==> config.mk <==
export PLATFORM = sky130hd
export DESIGN_NAME = strip_fit_scheduler
export DESIGN_NICKNAME = d
export VERILOG_FILES = /design/src/rtl/strip_fit_scheduler_pkg.sv /design/src/rtl/strip_fit_scheduler_min3.sv /design/src/rtl/strip_fit_scheduler.sv
export SDC_FILE = /design/constraint.sdc
export NUM_CORES = 1
export LEC_CHECK = 0
export BUFFER_PORTS_ARGS = -buffer_cell sky130_fd_sc_hd__buf_2
export CAP_MARGIN = 30
export CORE_MARGIN = 3
export CORE_UTILIZATION = 34
export CTS_CLUSTER_DIAMETER = 200
export CTS_CLUSTER_SIZE = 16
export DETAILED_ROUTE_END_ITERATION = 6
export MAX_ROUTING_LAYER = met4
export PLACE_DENSITY = 0.51
export SKIP_CTS_REPAIR_TIMING = 1
export SLEW_MARGIN = 25
export SYNTH_ARGS = -nofsm -noshare
export SYNTH_HDL_FRONTEND = slang
export SYNTH_SLANG_ARGS = --single-unit
==> constraint.sdc <==
create_clock -name clk -period 10.9 [get_ports clk]
set_input_delay 1.635 -clock clk [delete_from_list [all_inputs] [get_ports clk]]
set_output_delay 1.635 -clock clk [all_outputs]
set_load 0.01 [all_outputs]
==> src/rtl/strip_fit_scheduler_pkg.sv <==
// Shared widths, sentinels and FSM state type for the strip best-fit scheduler.
package strip_pkg;
    localparam int ID_W  = 4;
    localparam int WID_W = 7;
    localparam logic [ID_W-1:0]  ID_NONE   = 4'hF;
    localparam logic [WID_W-1:0] USED_NONE = 7'h7F;

    typedef enum logic [1:0] {
        S_IDLE,
        S_SCAN,
        S_RESP
    } state_t;
endpackage

==> src/rtl/strip_fit_scheduler_min3.sv <==
// Combinational min-of-3 among fitting strips; lowest index wins ties.
module strip_min3_fit
    import strip_pkg::*;
(
    input  logic [2:0][ID_W-1:0]  id_i,
    input  logic [2:0][WID_W-1:0] used_i,
    input  logic [2:0]            fit_i,
    output logic [ID_W-1:0]       win_id_o,
    output logic [WID_W-1:0]      win_used_o,
    output logic                  any_fit_o
);
    logic [ID_W-1:0]  best_id;
    logic [WID_W-1:0] best_used;
    logic             found;

    always_comb begin
        best_id   = ID_NONE;
        best_used = USED_NONE;
        found     = 1'b0;
        // Ascending scan with strict '<' keeps the lowest id on equal widths.
        for (int unsigned k = 0; k < 3; k++) begin
            if (fit_i[k] && (!found || used_i[k] < best_used)) begin
                best_id   = id_i[k];
                best_used = used_i[k];
                found     = 1'b1;
            end
        end
        win_id_o   = best_id;
        win_used_o = best_used;
        any_fit_o  = found;
    end
endmodule

==> src/rtl/strip_fit_scheduler.sv <==
// Best-fit strip allocator: scans three strips per cycle, commits the winner, and
// returns the chosen strip on a valid/ready response channel.
module strip_fit_scheduler
    import strip_pkg::*;
#(
    parameter int NUM_STRIPS = 12,
    parameter int STRIP_CAP  = 100
) (
    input  logic             clk,
    input  logic             rst,
    input  logic             clear,
    input  logic             req_valid,
    input  logic [WID_W-1:0] req_width,
    output logic             req_ready,
    output logic             resp_valid,
    input  logic             resp_ready,
    output logic             resp_ok,
    output logic [ID_W-1:0]  resp_id,
    output logic [WID_W-1:0] resp_width,
    output logic             busy
);
    localparam int NG    = NUM_STRIPS / 3;
    localparam int GRP_W = 3;

    logic [WID_W-1:0] table_q [NUM_STRIPS];
    state_t           state_q;
    logic [WID_W-1:0] width_q;
    logic [GRP_W-1:0] grp_q;
    logic [ID_W-1:0]  best_id_q, best_id_d;
    logic [WID_W-1:0] best_used_q, best_used_d;
    logic             resp_valid_q, resp_ok_q;
    logic [ID_W-1:0]  resp_id_q;
    logic [WID_W-1:0] resp_width_q;

    logic [ID_W-1:0]        base;
    logic [2:0][ID_W-1:0]   cand_id;
    logic [2:0][WID_W-1:0]  cand_used;
    logic [2:0]             cand_fit;
    logic [ID_W-1:0]        win_id;
    logic [WID_W-1:0]       win_used;
    logic                   any_fit;
    logic                   last_grp;
    logic [WID_W-1:0]       commit_sum;

    always_comb begin
        base = ID_W'(grp_q) * ID_W'(3);
        for (int unsigned k = 0; k < 3; k++) begin
            cand_id[k]   = base + ID_W'(k);
            cand_used[k] = table_q[cand_id[k]];
            // Widened add so used + width cannot wrap before the capacity compare.
            cand_fit[k]  = ({1'b0, cand_used[k]} + {1'b0, width_q}) <= (WID_W+1)'(STRIP_CAP);
        end
    end

    strip_min3_fit u_min3 (
        .id_i       (cand_id),
        .used_i     (cand_used),
        .fit_i      (cand_fit),
        .win_id_o   (win_id),
        .win_used_o (win_used),
        .any_fit_o  (any_fit)
    );

    always_comb begin
        best_id_d   = best_id_q;
        best_used_d = best_used_q;
        if (any_fit && win_used < best_used_q) begin
            best_id_d   = win_id;
            best_used_d = win_used;
        end
        last_grp   = (grp_q == GRP_W'(NG - 1));
        commit_sum = best_used_d + width_q;
    end

    always_ff @(posedge clk or posedge rst) begin
        if (rst) begin
            for (int unsigned i = 0; i < NUM_STRIPS; i++) table_q[i] <= '0;
            state_q      <= S_IDLE;
            width_q      <= '0;
            grp_q        <= '0;
            best_id_q    <= ID_NONE;
            best_used_q  <= USED_NONE;
            resp_valid_q <= 1'b0;
            resp_ok_q    <= 1'b0;
            resp_id_q    <= ID_NONE;
            resp_width_q <= '0;
        end else if (clear) begin
            for (int unsigned i = 0; i < NUM_STRIPS; i++) table_q[i] <= '0;
            state_q      <= S_IDLE;
            resp_valid_q <= 1'b0;
        end else begin
            case (state_q)
                S_IDLE: begin
                    if (req_valid) begin
                        width_q     <= req_width;
                        best_id_q   <= ID_NONE;
                        best_used_q <= USED_NONE;
                        grp_q       <= '0;
                        state_q     <= S_SCAN;
                    end
                end
                S_SCAN: begin
                    best_id_q   <= best_id_d;
                    best_used_q <= best_used_d;
                    grp_q       <= grp_q + 1'b1;
                    if (last_grp) begin
                        if (best_id_d != ID_NONE) begin
                            table_q[best_id_d] <= commit_sum;
                            resp_ok_q    <= 1'b1;
                            resp_id_q    <= best_id_d;
                            resp_width_q <= commit_sum;
                        end else begin
                            resp_ok_q    <= 1'b0;
                            resp_id_q    <= ID_NONE;
                            resp_width_q <= width_q;
                        end
                        resp_valid_q <= 1'b1;
                        state_q      <= S_RESP;
                    end
                end
                S_RESP: begin
                    if (resp_ready) begin
                        resp_valid_q <= 1'b0;
                        state_q      <= S_IDLE;
                    end
                end
                default: state_q <= S_IDLE;
            endcase
        end
    end

    assign req_ready  = (state_q == S_IDLE) && !clear;
    assign busy       = (state_q != S_IDLE);
    assign resp_valid = resp_valid_q;
    assign resp_ok    = resp_ok_q;
    assign resp_id    = resp_id_q;
    assign resp_width = resp_width_q;
endmodule

## After elaboration in Yosys (flattened, before gate mapping)

Index checks and enable logic that the tools add are counted.

| word-level totals | value |
|---|---|
| register bits | 120 |
| bits of input ports | 12 |
| output and inout bits | 15 |
| word-level logic and storage cells | 121 |

| operators by class | value |
|---|---|
| add/subtract/negate cells | 7 |
| multipliers | 1 |
| $lt $le $gt $ge | 11 |
| equality and inequality tests | 8 |
| muxes and demuxes | 45 |
| bitwise logic cells | 5 |
| reductions and logical operators | 23 |

Operator list:

| cell | count |
|---|---|
| 84-bit two-way mux | 4 |
| 7-bit two-way mux | 13 |
| 7-bit binary-select mux with 4-bit select | 3 |
| 84-bit bitwise mux | 1 |
| 7-bit demux with 4-bit select | 1 |
| 7-bit by 7-bit adder with 8-bit output | 3 |
| 8-bit by 7-bit less-or-equal comparator with 1-bit output (second input constant) | 3 |
| 4-bit two-way mux | 6 |
| 7-bit < comparator | 3 |
| 5-bit greater-or-equal comparator (second input constant) | 4 |
| 4-bit NOT with 5-bit output | 4 |
| 3-bit AND reduction | 6 |
| 7-bit one-hot mux with 2 select lines | 1 |
| 2-bit nonzero test | 5 |
| 3-bit != test (second input constant) | 3 |
| 2-bit two-way mux | 4 |
| 4-bit one-hot mux with 2 select lines | 1 |
| 7-bit adder | 1 |
| 1-bit two-way mux | 7 |
| 2-bit one-hot mux with 3 select lines | 1 |
| 3-bit one-hot mux with 2 select lines | 1 |
| 1-bit logical AND | 5 |
| 5-bit by 1-bit < comparator with 1-bit output (second input constant) | 1 |
| 4-bit by 1-bit adder with 4-bit output (second input constant) | 1 |
| other kinds (15) | 18 |

## Depth between registers and ports, before layout

Gate-level depths: netlist (run 1).

| logic depth | value |
|---|---|
| word-level depth | 29 |
| gate-level depth with buffers | 57 |
| depth with buffers taken out | 51 |

## By module

From an unflattened synthesis (run 1), not the netlist that was laid out.

| unflattened totals | value |
|---|---|
| cells, all modules | 975 |
| area total of the unflattened synthesis | 9831.9 sq um |

By module, submodules not included:

| module | instances | cells an instance | area each (sq um) | seq. area each (sq um) |
|---|---|---|---|---|
| strip_fit_scheduler | 1 | 880 | 9117.5 | 3021.6 |
| strip_min3_fit | 1 | 95 | 714.4 | 0.0 |

## Worst setup path before layout (run 1)

No wires, ideal clock.

| timing path | value |
|---|---|
| path kind | reg2reg |
| start | register grp_q[2] |
| end | register table_q[48] (netlist name) |
| library setup time | 0.140 ns |
| arrival | 11.580 ns |
| data required time | 10.760 ns |
| setup slack | -0.820 ns |
| cell stages (with the launch flop) | 53 |
| buffers on the path | 8 |
| clock period less this slack | 11.720 ns |
| cell sequence | dfrtp_1 -> inv_1 -> fa_1 -> buf_2 -> buf_1 -> clkbuf_1 -> mux4_2 -> mux2i_1 -> o21ai_0 -> ha_1 -> o21ai_0 -> o21bai_1 -> a21oi_1 -> mux2_2 -> a211o_1 -> clkbuf_1 -> nor2_1 -> ha_1 -> [17 not listed] -> nand2_1 -> o32ai_2 -> or3_4 -> buf_6 -> buf_1 -> a21oi_1 -> ha_1 -> fa_1 -> a21oi_1 -> nor2_1 -> nor2_1 -> o21bai_1 -> a21oi_1 -> xnor2_1 -> o211ai_1 -> nand3_1 -> clkbuf_1 -> mux2i_1 |

| between the ends | value |
|---|---|
| longest elaborated chain between the ends | 29 |
| elaborated cells on any way between the ends | 59 |
| those cells by class | add/sub (6); mul (1); order compare (8); eq/ne (2); mux (27); bitwise (4); reduce/logical (11) |

Ends and longest elaborated chain:

| what | RTL line | text |
|---|---|---|
| from (decl) | strip_fit_scheduler.sv:28 | `logic [GRP_W-1:0] grp_q;` |
| from (signal assigned) | strip_fit_scheduler.sv:105 | `grp_q <= grp_q + 1'b1;` |
| 3-bit by 2-bit multiplier with 4-bit output | strip_fit_scheduler.sv:46 | `base = ID_W'(grp_q) * ID_W'(3);` |
| 4-bit NOT with 5-bit output (implied by the code) | strip_fit_scheduler.sv:49 | `cand_used[k] = table_q[cand_id[k]];` |
| 7-bit binary-select mux with 4-bit select | strip_fit_scheduler.sv:49 |  |
| 7-bit two-way mux (implied by the code) (2 in series) | strip_fit_scheduler.sv:49 |  |
| 7-bit by 7-bit adder with 8-bit output | strip_fit_scheduler.sv:51 | `cand_fit[k] = ({1'b0, cand_used[k]} + {1'b0, width_q}) <= (WID_W+1)'(STRIP_CAP);` |
| 8-bit by 7-bit less-or-equal comparator with 1-bit output | strip_fit_scheduler.sv:51 |  |
| 7-bit two-way mux or 1-bit two-way mux (tied branches) | strip_fit_scheduler_min3.sv:22 | `if (fit_i[k] && (!found \|\| used_i[k] < best_used)) begin` |
| 7-bit < comparator or 1-bit zero test (tied branches) | strip_fit_scheduler_min3.sv:22 |  |
| [12 not listed] | - |  |
| 1-bit logical AND (implied by the code) | strip_fit_scheduler.sv:108 | `table_q[best_id_d] <= commit_sum;` |
| 7-bit two-way mux (implied by the code) | strip_fit_scheduler.sv:108 |  |
| 7-bit demux with 4-bit select | strip_fit_scheduler.sv:108 |  |
| 84-bit bitwise mux | strip_fit_scheduler.sv:108 |  |
| 84-bit two-way mux | strip_fit_scheduler.sv:107 | `if (best_id_d != ID_NONE) begin` |
| 84-bit two-way mux | strip_fit_scheduler.sv:106 | `if (last_grp) begin` |
| 84-bit two-way mux | strip_fit_scheduler.sv:92 | `case (state_q)` |
| 84-bit two-way mux | strip_fit_scheduler.sv:87 | `end else if (clear) begin` |
| to (signal, indexed assignment) | strip_fit_scheduler.sv:108 |  |
| to (decl) | strip_fit_scheduler.sv:25 | `logic [WID_W-1:0] table_q [NUM_STRIPS];` |

Parallel ways exist; a longest one is shown, timed or not. The select of a mux whose other input is x is not followed.
A chain may end at the register's enable or synchronous reset.

## Final worst setup path (run 1)

| timing path | value |
|---|---|
| start | register grp_q[0] |
| end | register table_q[20] (netlist name) |

The elaborated chain is that of the path after synthesis.

==> summary.md, run 1 <==
| Metric | Value |
|---|---|
| Final Hold Fails | 0 |
| Synthesis-stage register bit count | 120 |
| Worst r2r dst | table_q[20] |
| Top post-synthesis cells by area | dfrtp_1 27%, mux4_2 14%, mux2i_1 12% |
| Final setup fails | 0 |
| R2R depth | a little over 50 |
| Worst path slowest cell | fa_2 |
| Yosys top cell area share | 0.270 |
| Share of cells above drive strength 1 | 0.372 |
| Initial antenna violation count | 0 |
| Netlist Area Pre-Place | approximately 0.0097 mm^2 |
| I/O pins | 27 |
| Root Driver | clkbuf_16 |
| Sequential cell area | 0.00303 mm^2 |
| Largest net degree at the start of global routing | 92 |
| Overall Global Routing Usage | 0.200 |
| Core area | around 0.028 mm^2 |
| Yosys warns | 0 |
| Critical path fanouts, max | 8 |
| Ant diodes | 0 |
| Async SR Flop Fraction | 1.00 |
| First-pass GRT wire length | about 46 mm |
| DP Wirelength | 21.5 mm |
| Worst hold start | resp_id[2] |
| Min-Delay Endpoint | resp_id[2] |
| Fillers | ~2700 |
| Remaining antenna violation count | 0 |
| WHS | roughly 480 ps |
| Clock buffer depth | 2 |
| Avg WL per Cell | 20.6 um |
| EDFF count, synth | 0 |
| Largest family of logic cells by synthesized area | multiplexers |
| P&R area growth vs syn | 28.2% |
| Biggest area consumer among synthesized cells | dfrtp_1 |
| CTS buffer count | 17 |
| CP required | roughly 11000 ps |
| Die Wd | roughly 180 um |
| CTS clk-pin slew, worst paths | 60 ps |
| Die Span Y | 175 um |
| Final critical-path required period | 10640 ps |
| Simple-gate share of the synthesized area | 0.122 |
| Worst-Margin Slew | 1110 ps |
| Xor/xnor share of the synthesized area | 0.0171 |
| RSZ-0062 raised after global routing | true |
| Via count | between 8000 and 9000 |
| Fin. max-slew vios | 0 |
| DRC viols | 0 |
| Synth Instances | between 900 and 1000 |
| GP Congestion | a little under 0.9 |
| DRC marker count from the first detailed-route iteration | approximately 470 |
| Fmax | ~94 MHz |
| Hold depth | 2 |
| Class of the worst hold path | reg -> reg |
| Top cell by count, worst path | ha_4 |
| Nets@finish | ~1100 |
| Final Cycle Share | 0.977 |
| Die ar. | around 0.031 mm^2 |
| Critical path startpoint category | register |
| Reg2reg start | grp_q[0] |
| GRT overflow | 0 |
| Commonest register cell after synthesis | dfrtp_1 |
| Setup crit end kind | register |
| Syn Nets | 997 |
| Post-Route WL | 30.3 mm |
| Crit path kind | reg -> reg |
| Status | completed |
| Distinct cells, synth | 81 |
| Register area share after synthesis | 0.311 |
| Mux contribution to synthesized area | 0.288 |
| Rows | between 60 and 70 |
| Synth Area in Adders | 0.0733 |
| Crit path DAT | ~11000 ps |
| Mapped Avg Cell Area | about 10 um^2 |
| R2r setup slk | between 200 and 300 ps |
| Vias in the first global route | between 7000 and 8000 |
| Worst skew pair latency | roughly 420 ps |
| H-Tree Depth | 4 |
| Footprint of the multi-input gates | just under 0.007 mm^2 |
| Final setup skew | 11.8 ps |
| Clock Sinks | between 100 and 150 |
| Max cap viols | 0 |
| Initial Utilization | 0.347 |
| Complex-gate fraction of the synthesized area | 0.154 |
| Slew headroom | 0.255 |
| IO buf count | 26 |
| CTS tree | done |
| Avg Vias per Cell | about 5.5 |
| Drt first pass iters | 5 |
| Critical Path Max Stage Delay | around 520 ps |
==> cells by family after synthesis <==
logic type               count (synthesis)
AND/OR/NAND/NOR                        246
AO/OA/AOI/OAI                          210
multiplexers                           200
flip-flops                             120
buffers and inverters                   85
adder cells (fa/ha/maj)                 54
XOR/XNOR                                16
==> final cells by class <==
cell class / instances / area share
clock buffer: 19 / 0.0355
clock inverter: 11 / 0.00823
inverter: 33 / 0.0101
multi-input combinational: 726 / 0.550
sequential: 120 / 0.243
tap: 378 / 0.0379
timing repair buffer: 183 / 0.116
==> worst max path at each step <==
stage,startpoint,endpoint,slack (ps),cells after the start
after floorplan,grp_q[1],table_q[34],4,54
after global placement,grp_q[0],table_q[76],-210,53
after detailed placement,grp_q[0],table_q[83],-390,51
after CTS,grp_q[0],table_q[27],-480,53
after global routing,grp_q[0],table_q[69],-190,54
final,grp_q[0],table_q[20],260,51
==> per-layer routing <==
| metal | vias to the layer above | global-route usage | wire length, um |
|---|---|---|---|
| met1 | 4110 | 0.276 | 14500 |
| li1 | 3842 | - | - |
| met2 | 138 | 0.313 | 14400 |
| met4 | 0 | 0.0399 | 296 |
| met3 | 21 | 0.0332 | 1110 |
| met5 | - | - | 0 |
==> flip-flops by register name, summed over array words and instances (netlist names) <==
register,flops
best_used_q,7
width_q,7
best_id_q,4
grp_q,3
resp_ok,1
resp_valid,1
resp_id,4
resp_width,7
state_q,2
table_q,84
==> metrics by stage <==
stage	TNS [ps]	setup slack [ps]	cells	cell area, um^2	utilization
floorplan	0	4.33	931	9790	-
global placement	-4440	-209	1419	11300	0.402
detailed placement	-12690	-389	1420	11300	0.402
CTS	-18130	-476	1450	11800	0.421
global route	-2810	-193	1470	12500	0.445
finish	0	256	1470	12500	0.445
==> cell usage in the layout (no fill, tap or decap), drive strengths merged, types with 7 or more instances in the layout <==
cell type | Yosys | final
ha | 49 | 49
nor3 | 16 | 16
nor2 | 41 | 41
nand3 | 28 | 28
mux4 | 62 | 62
dfrtp | 105 | 105
nand2b | 7 | 7
inv | 33 | 34
xnor2 | 10 | 10
a211oi | 8 | 8
mux2i | 119 | 119
o211ai | 8 | 8
o21ai | 50 | 50
buf | 19 | 183
nand2 | 124 | 124
a2bb2oi | 7 | 7
mux2 | 19 | 19
a21oi | 58 | 58
o31ai | 11 | 11
a21o | 11 | 11
clkbuf | 33 | 19
dfstp | 15 | 15
==> critical path: cells and delay by family, from the launching register on <==
kind                     cells  cell delay, ps
flip-flops                   1             490
multiplexers                 4             930
AND/OR/NAND/NOR             12            1960
buffers and inverters        6             600
AO/OA/AOI/OAI               19            3800
adder cells (fa/ha/maj)      9            2580
XOR/XNOR                     1             170
==> cell usage after synthesis (all sizes together) (4+ instances only) <==
cell type,count
nand2,124
mux2i,119
dfrtp,105
mux4,62
a21oi,58
o21ai,50
ha,49
nor2,41
clkbuf,33
inv,33
nand3,28
buf,19
mux2,19
nor3,16
dfstp,15
a21o,11
o31ai,11
xnor2,10
a211oi,8
o211ai,8
a2bb2oi,7
nand2b,7
o21a,6
o311ai,6
xor2,6
a211o,5
fa,5
nand4,5
or3,5
nor3b,4
o22a,4
Power of run 1 is left out: the tool's default activity adds up to more than one toggle a clock period on the data nets, which glitch-free logic cannot reach.
==> inputs of run 2 (changes only) <==
--- a/config.mk
+++ b/config.mk
@@ -14,6 +14,7 @@
 export DETAILED_ROUTE_END_ITERATION = 6
 export MAX_ROUTING_LAYER = met4
 export PLACE_DENSITY = 0.51
+export REMOVE_ABC_BUFFERS = 1
 export SKIP_CTS_REPAIR_TIMING = 1
 export SLEW_MARGIN = 25
 export SYNTH_ARGS = -nofsm -noshare
==> run 2 against run 1 <==
First-iteration DRC count up 66%. Critical endpoint is now table_q[13]. Flip-flop and latch count unchanged. Critical path type unchanged. Non-clock buffer count down 13. Final cell count down 0.75%. Worst setup slack worse by 130 ps. Register-to-register slack worse by 130 ps.
==> summary.md, run 2 (synthesized netlist as in run 1, its figures left out) <==
| Metric | Value |
|---|---|
| Status | completed |
| Largest net degree at the start of global routing | 92 (unchanged) |
| Biggest register | table_q |
| Ant diodes | 0 (unchanged) |
| Critical path startpoint category | register |
| Die ar. | 0.0307 mm^2 (unchanged) |
| CTS tree | done |
| Vias in the first global route | 7884 (+0.43%) |
| R2R depth | 50 (-2.0%) |
| Final critical-path required period | 10770 ps (+126 ps) |
| WHS | 473 ps (-3.36 ps) |
| Worst skew pair latency | 430 ps (about the same) |
| Setup crit end kind | register |
| Fmax | 92.8 MHz (-1.2%) |
| Nets@finish | 1134 (-1.1%) |
| Critical Path Max Stage Delay | 520 ps (about the same) |
| Fin. max-slew vios | 0 (unchanged) |
| Slew headroom | 0.291 (+0.0363) |
| Overall Global Routing Usage | 0.204 (+0.00408) |
| Worst path slowest cell | fa_2 |
| Die Wd | 175 um (unchanged) |
| First-pass GRT wire length | 46.9 mm (+1.8%) |
| Initial antenna violation count | 0 (unchanged) |
| Share of cells above drive strength 1 | 0.368 (-0.00362) |
| IO buf count | 26 (unchanged) |
| Max cap viols | 0 (unchanged) |
| I/O pins | 27 (unchanged) |
| DRC viols | 0 (unchanged) |
| Initial Utilization | 0.347 (unchanged) |
| Most common cell after layout, fill and taps aside | buf_4 |
| Die Span Y | 175 um (unchanged) |
| Number of flip-flops in the largest register | 84 (unchanged) |
| Worst hold start | resp_id[3] |
| CTS buffer count | 17 (unchanged) |
| Via count | 8049 (-0.76%) |
| Min-Delay Endpoint | resp_id[3] |
| DRC marker count from the first detailed-route iteration | 776 (+66%) |
| DP Wirelength | 21.2 mm (-1.2%) |
| Worst-Margin Slew | 1050 ps (-53.9 ps) |
| Critical path fanouts, max | 7 (-1) |
| RSZ-0062 raised after global routing | true |
| Crit path DAT | 11120 ps (+140 ps) |
| Avg WL per Cell | 20.8 um (+0.70%) |
| Most frequent cells in the layout | 129 x buf_4, 124 x nand2_1, 118 x mux2i_1 |
| Clock buffer depth | 2 (unchanged) |
| Remaining antenna violation count | 0 (unchanged) |
| Clock Sinks | 120 (unchanged) |
| R2r setup slk | 130 ps (-130 ps) |
| Root Driver | clkbuf_16 |
| Class of the worst hold path | reg -> reg |
| Core area | 0.0280 mm^2 (unchanged) |
| Top cell by count, worst path | ha_4 |
| GRT overflow | 0 (unchanged) |
| GP Congestion | 0.912 (+2.3%) |
| Drt first pass iters | 5 (unchanged) |
| Worst r2r dst | table_q[13] |
| CP required | 11250 ps (about the same) |
| Crit path kind | reg -> reg |
| Post-Route WL | 30.3 mm (about the same) |
| CTS clk-pin slew, worst paths | 60 ps (about the same) |
| Final Cycle Share | 0.988 (+0.0116) |
| Rows | 61 (unchanged) |
| H-Tree Depth | 4 (unchanged) |
| Avg Vias per Cell | 5.52 (about the same) |
| Fillers | 2681 (+0.90%) |
| Final setup fails | 0 (unchanged) |
| Final Hold Fails | 0 (unchanged) |
| Reg2reg start | grp_q[0] |
| P&R area growth vs syn | 27.1% |
| Hold depth | 2 (unchanged) |
| Final setup skew | 11.6 ps (-0.212 ps) |
-- run 2: through the flow --
stage	instance area [um^2]	TNS [ps]	util	cells	setup WS [ps]
finish	12400	0	0.441	1459	130
global route	12400	-5210	0.441	1459	-342
CTS	11700	-12520	0.417	1433	-472
detailed placement	11100	-9700	0.395	1401	-419
global placement	11100	-6930	0.395	1400	-315
floorplan	9520	-228680	-	879	-2930
-- run 2: routing by layer --
layer,GRT usage,up-vias,routed length (um),share of wire
met1,0.282,4019,14600,0.48
met2,0.299,185,13800,0.45
li1,-,3802,-,-
met4,0.0635,0,599,0.020
met3,0.0461,43,1370,0.045
met5,-,-,0,0
-- run 2: area by class of cell --
| class | instances | area, um^2 | area share |
|---|---|---|---|
| Clock buffer | 19 | 443 | 0.0358 |
| Inverter | 33 | 126 | 0.0102 |
| Multi-Input combinational cell | 726 | 6790 | 0.549 |
| Clock inverter | 13 | 193 | 0.0156 |
| Tap cell | 378 | 473 | 0.0383 |
| Timing Repair Buffer | 170 | 1320 | 0.107 |
| Sequential cell | 120 | 3030 | 0.245 |
-- run 2: how the worst max path moves through the flow --
| stage | endpoint | slack [ps] | startpoint | depth (start not counted) |
|---|---|---|---|---|
| after floorplan | table_q[13] | -2930 | grp_q[0] | 49 |
| after CTS | table_q[41] | -470 | grp_q[0] | 51 |
| after detailed placement | table_q[13] | -420 | grp_q[0] | 49 |
| final | table_q[13] | 130 | grp_q[0] | 50 |
| after global routing | table_q[41] | -340 | grp_q[0] | 51 |
| after global placement | table_q[6] | -310 | grp_q[0] | 49 |
-- run 2: critical path, delay by kind of cell (launching register included) --
family / cells / cell delay, ps
AOI/OAI and AO/OA: 16 / 3790
DFF: 1 / 490
adders and majority gates: 8 / 2420
xor gates and xnor gates: 1 / 160
buffers and inverters: 8 / 910
and+or+nand+nor: 12 / 1730
muxes: 5 / 1200
Power of run 2 is left out for the same reason.
==> inputs of run 3 (changes only) <==
--- a/config.mk
+++ b/config.mk
@@ -7,10 +7,10 @@
 export LEC_CHECK = 0
 export BUFFER_PORTS_ARGS = -buffer_cell sky130_fd_sc_hd__buf_2
 export CAP_MARGIN = 30
+export CORE_ASPECT_RATIO = 0.5
 export CORE_MARGIN = 3
 export CORE_UTILIZATION = 34
 export CTS_CLUSTER_DIAMETER = 200
-export CTS_CLUSTER_SIZE = 16
 export DETAILED_ROUTE_END_ITERATION = 6
 export MAX_ROUTING_LAYER = met4
 export PLACE_DENSITY = 0.51
==> run 3 against run 2 <==
Final cell count grew 0.89%. Via count grew 4.3%. Flip-flop and latch count stayed put. Critical path depth increased by 3. Hold slack improved by 7.2 ps. Clock skew rose by 1.6 ps. Critical path type unchanged. Critical endpoint is now table_q[34].
==> summary.md, run 3 (synthesized netlist as in run 1, its figures left out) <==
| Metric | Value |
|---|---|
| Status | completed |
| Die ar. | 0.0308 mm^2 (+0.40%) |
| Remaining antenna violation count | 0 (unchanged) |
| Via count | 8393 (+4.3%) |
| Final setup skew | 13.1 ps (+1.55 ps) |
| Final critical-path required period | 10620 ps (-155 ps) |
| Area of placed instances | 0.0111 mm^2 (+0.80%) |
| CTS tree | done |
| Most common cell after layout, fill and taps aside | buf_4 |
| CP required | 11250 ps (about the same) |
| H-Tree Depth | 4 (unchanged) |
| RSZ-0062 raised after global routing | true |
| Vias in the first global route | 8295 (+5.2%) |
| Biggest register | table_q |
| Share of cells above drive strength 1 | 0.382 (+0.0135) |
| Clock buffer depth | 2 (unchanged) |
| DRC viols | 0 (unchanged) |
| Final setup fails | 0 (unchanged) |
| Fin. max-slew vios | 0 (unchanged) |
| Max cap viols | 0 (unchanged) |
| Worst skew pair latency | 440 ps (about the same) |
| IO buf count | 26 (unchanged) |
| Ant diodes | 0 (unchanged) |
| Largest net degree at the start of global routing | 92 (unchanged) |
| I/O pins | 27 (unchanged) |
| Avg WL per Cell | 21.3 um (+2.4%) |
| Worst path slowest cell | fa_2 |
| CTS buffer count | 17 (unchanged) |
| Class of the worst hold path | reg -> reg |
| Top cell by count, worst path | a21oi_2 |
| P&R area growth vs syn | 28.7% |
| Finished Cell Area | 0.0125 mm^2 (+1.2%) |
| Crit path DAT | 10960 ps (-160 ps) |
| First-pass GRT wire length | 48.6 mm (+3.6%) |
| GRT overflow | 0 (unchanged) |
| Rows | 43 (-30%) |
| Die Wd | 245 um (+40%) |
| DRC marker count from the first detailed-route iteration | 557 (-28%) |
| Fmax | 94.2 MHz (+1.5%) |
| Initial Utilization | 0.348 (+0.00109) |
| CTS clk-pin slew, worst paths | 60 ps (about the same) |
| Critical Path Max Stage Delay | 550 ps (+30 ps) |
| Fillers | 2575 (-4.0%) |
| Final Cycle Share | 0.974 (-0.0142) |
| Setup crit end kind | register |
| Most frequent cells in the layout | 139 x buf_4, 123 x nand2_1, 116 x mux2i_1 |
| Nets@finish | 1143 (+0.79%) |
| Crit path kind | reg -> reg |
| GP Congestion | 0.873 (-4.3%) |
| Overall Global Routing Usage | 0.209 (+0.00451) |
| Core area | 0.0279 mm^2 (-0.31%) |
| Critical path startpoint category | register |
| Number of flip-flops in the largest register | 84 (unchanged) |
| Initial antenna violation count | 0 (unchanged) |
| Final Hold Fails | 0 (unchanged) |
| Slew headroom | 0.354 (+0.0635) |
| Drt first pass iters | 5 (unchanged) |
| Setup tns final | 0 ps (unchanged) |
| Post-Route WL | 31.3 mm (+3.3%) |
| Clock Sinks | 120 (unchanged) |
| Worst-Margin Slew | 962 ps (-90.5 ps) |
| Root Driver | clkbuf_16 |
| Avg Vias per Cell | 5.70 (+3.4%) |
| Die Span Y | 126 um (-28%) |
| Critical path fanouts, max | 8 (+1) |
| DP Wirelength | 22.5 mm (+6.0%) |
-- run 3: stage by stage --
stage | utilization | setup WS (ps) | cells | hold slack (ps)
floorplan | - | -2930 | 879 | 465
global placement | 0.398 | -172 | 1415 | 465
detailed placement | 0.399 | -438 | 1416 | 473
CTS | 0.422 | -482 | 1448 | 483
global route | 0.448 | -164 | 1472 | 494
finish | 0.448 | 285 | 1472 | 480
-- run 3: worst paths after layout --
path	slack, ps	start	cells past startpoint	end
worst max-delay path	280	grp_q[0]	53	table_q[34]
max in group asynchronous	8360	rst	4	best_used_q[5]
min in group asynchronous	1270	rst	2	table_q[72]
worst min register to register	480	resp_id[2]	2	resp_id[2]
worst max register to register	280	grp_q[0]	53	table_q[34]
worst min-delay path	480	resp_id[2]	2	resp_id[2]
-- run 3: metal layers --
metal / vias up / GRT usage / share of wire
met2: 218 / 0.324 / 0.47
met3: 34 / 0.0372 / 0.048
met1: 4309 / 0.288 / 0.47
met4: 0 / 0.0437 / 0.016
met5: - / - / 0
li1: 3832 / - / -
-- run 3: worst max-delay path, delay by kind of cell, from the launching register on --
family | cells | cell delay [ps]
compound gates | 19 | 3380
buf+inv | 7 | 790
xor+xnor | 1 | 170
flops | 1 | 490
fa+ha+maj | 9 | 2790
simple gates | 14 | 2340
mux | 3 | 560
-- run 3: layout make-up --
class / instances / area, um^2 / share of cell area
clock buffer: 19 / 433 / 0.0346
tap: 382 / 478 / 0.0382
clock inverter: 13 / 216 / 0.0173
inverter: 33 / 126 / 0.0101
timing repair buffer: 178 / 1340 / 0.107
multi-input combinational: 727 / 6900 / 0.551
sequential: 120 / 3030 / 0.242
Power of run 3 is left out for the same reason.
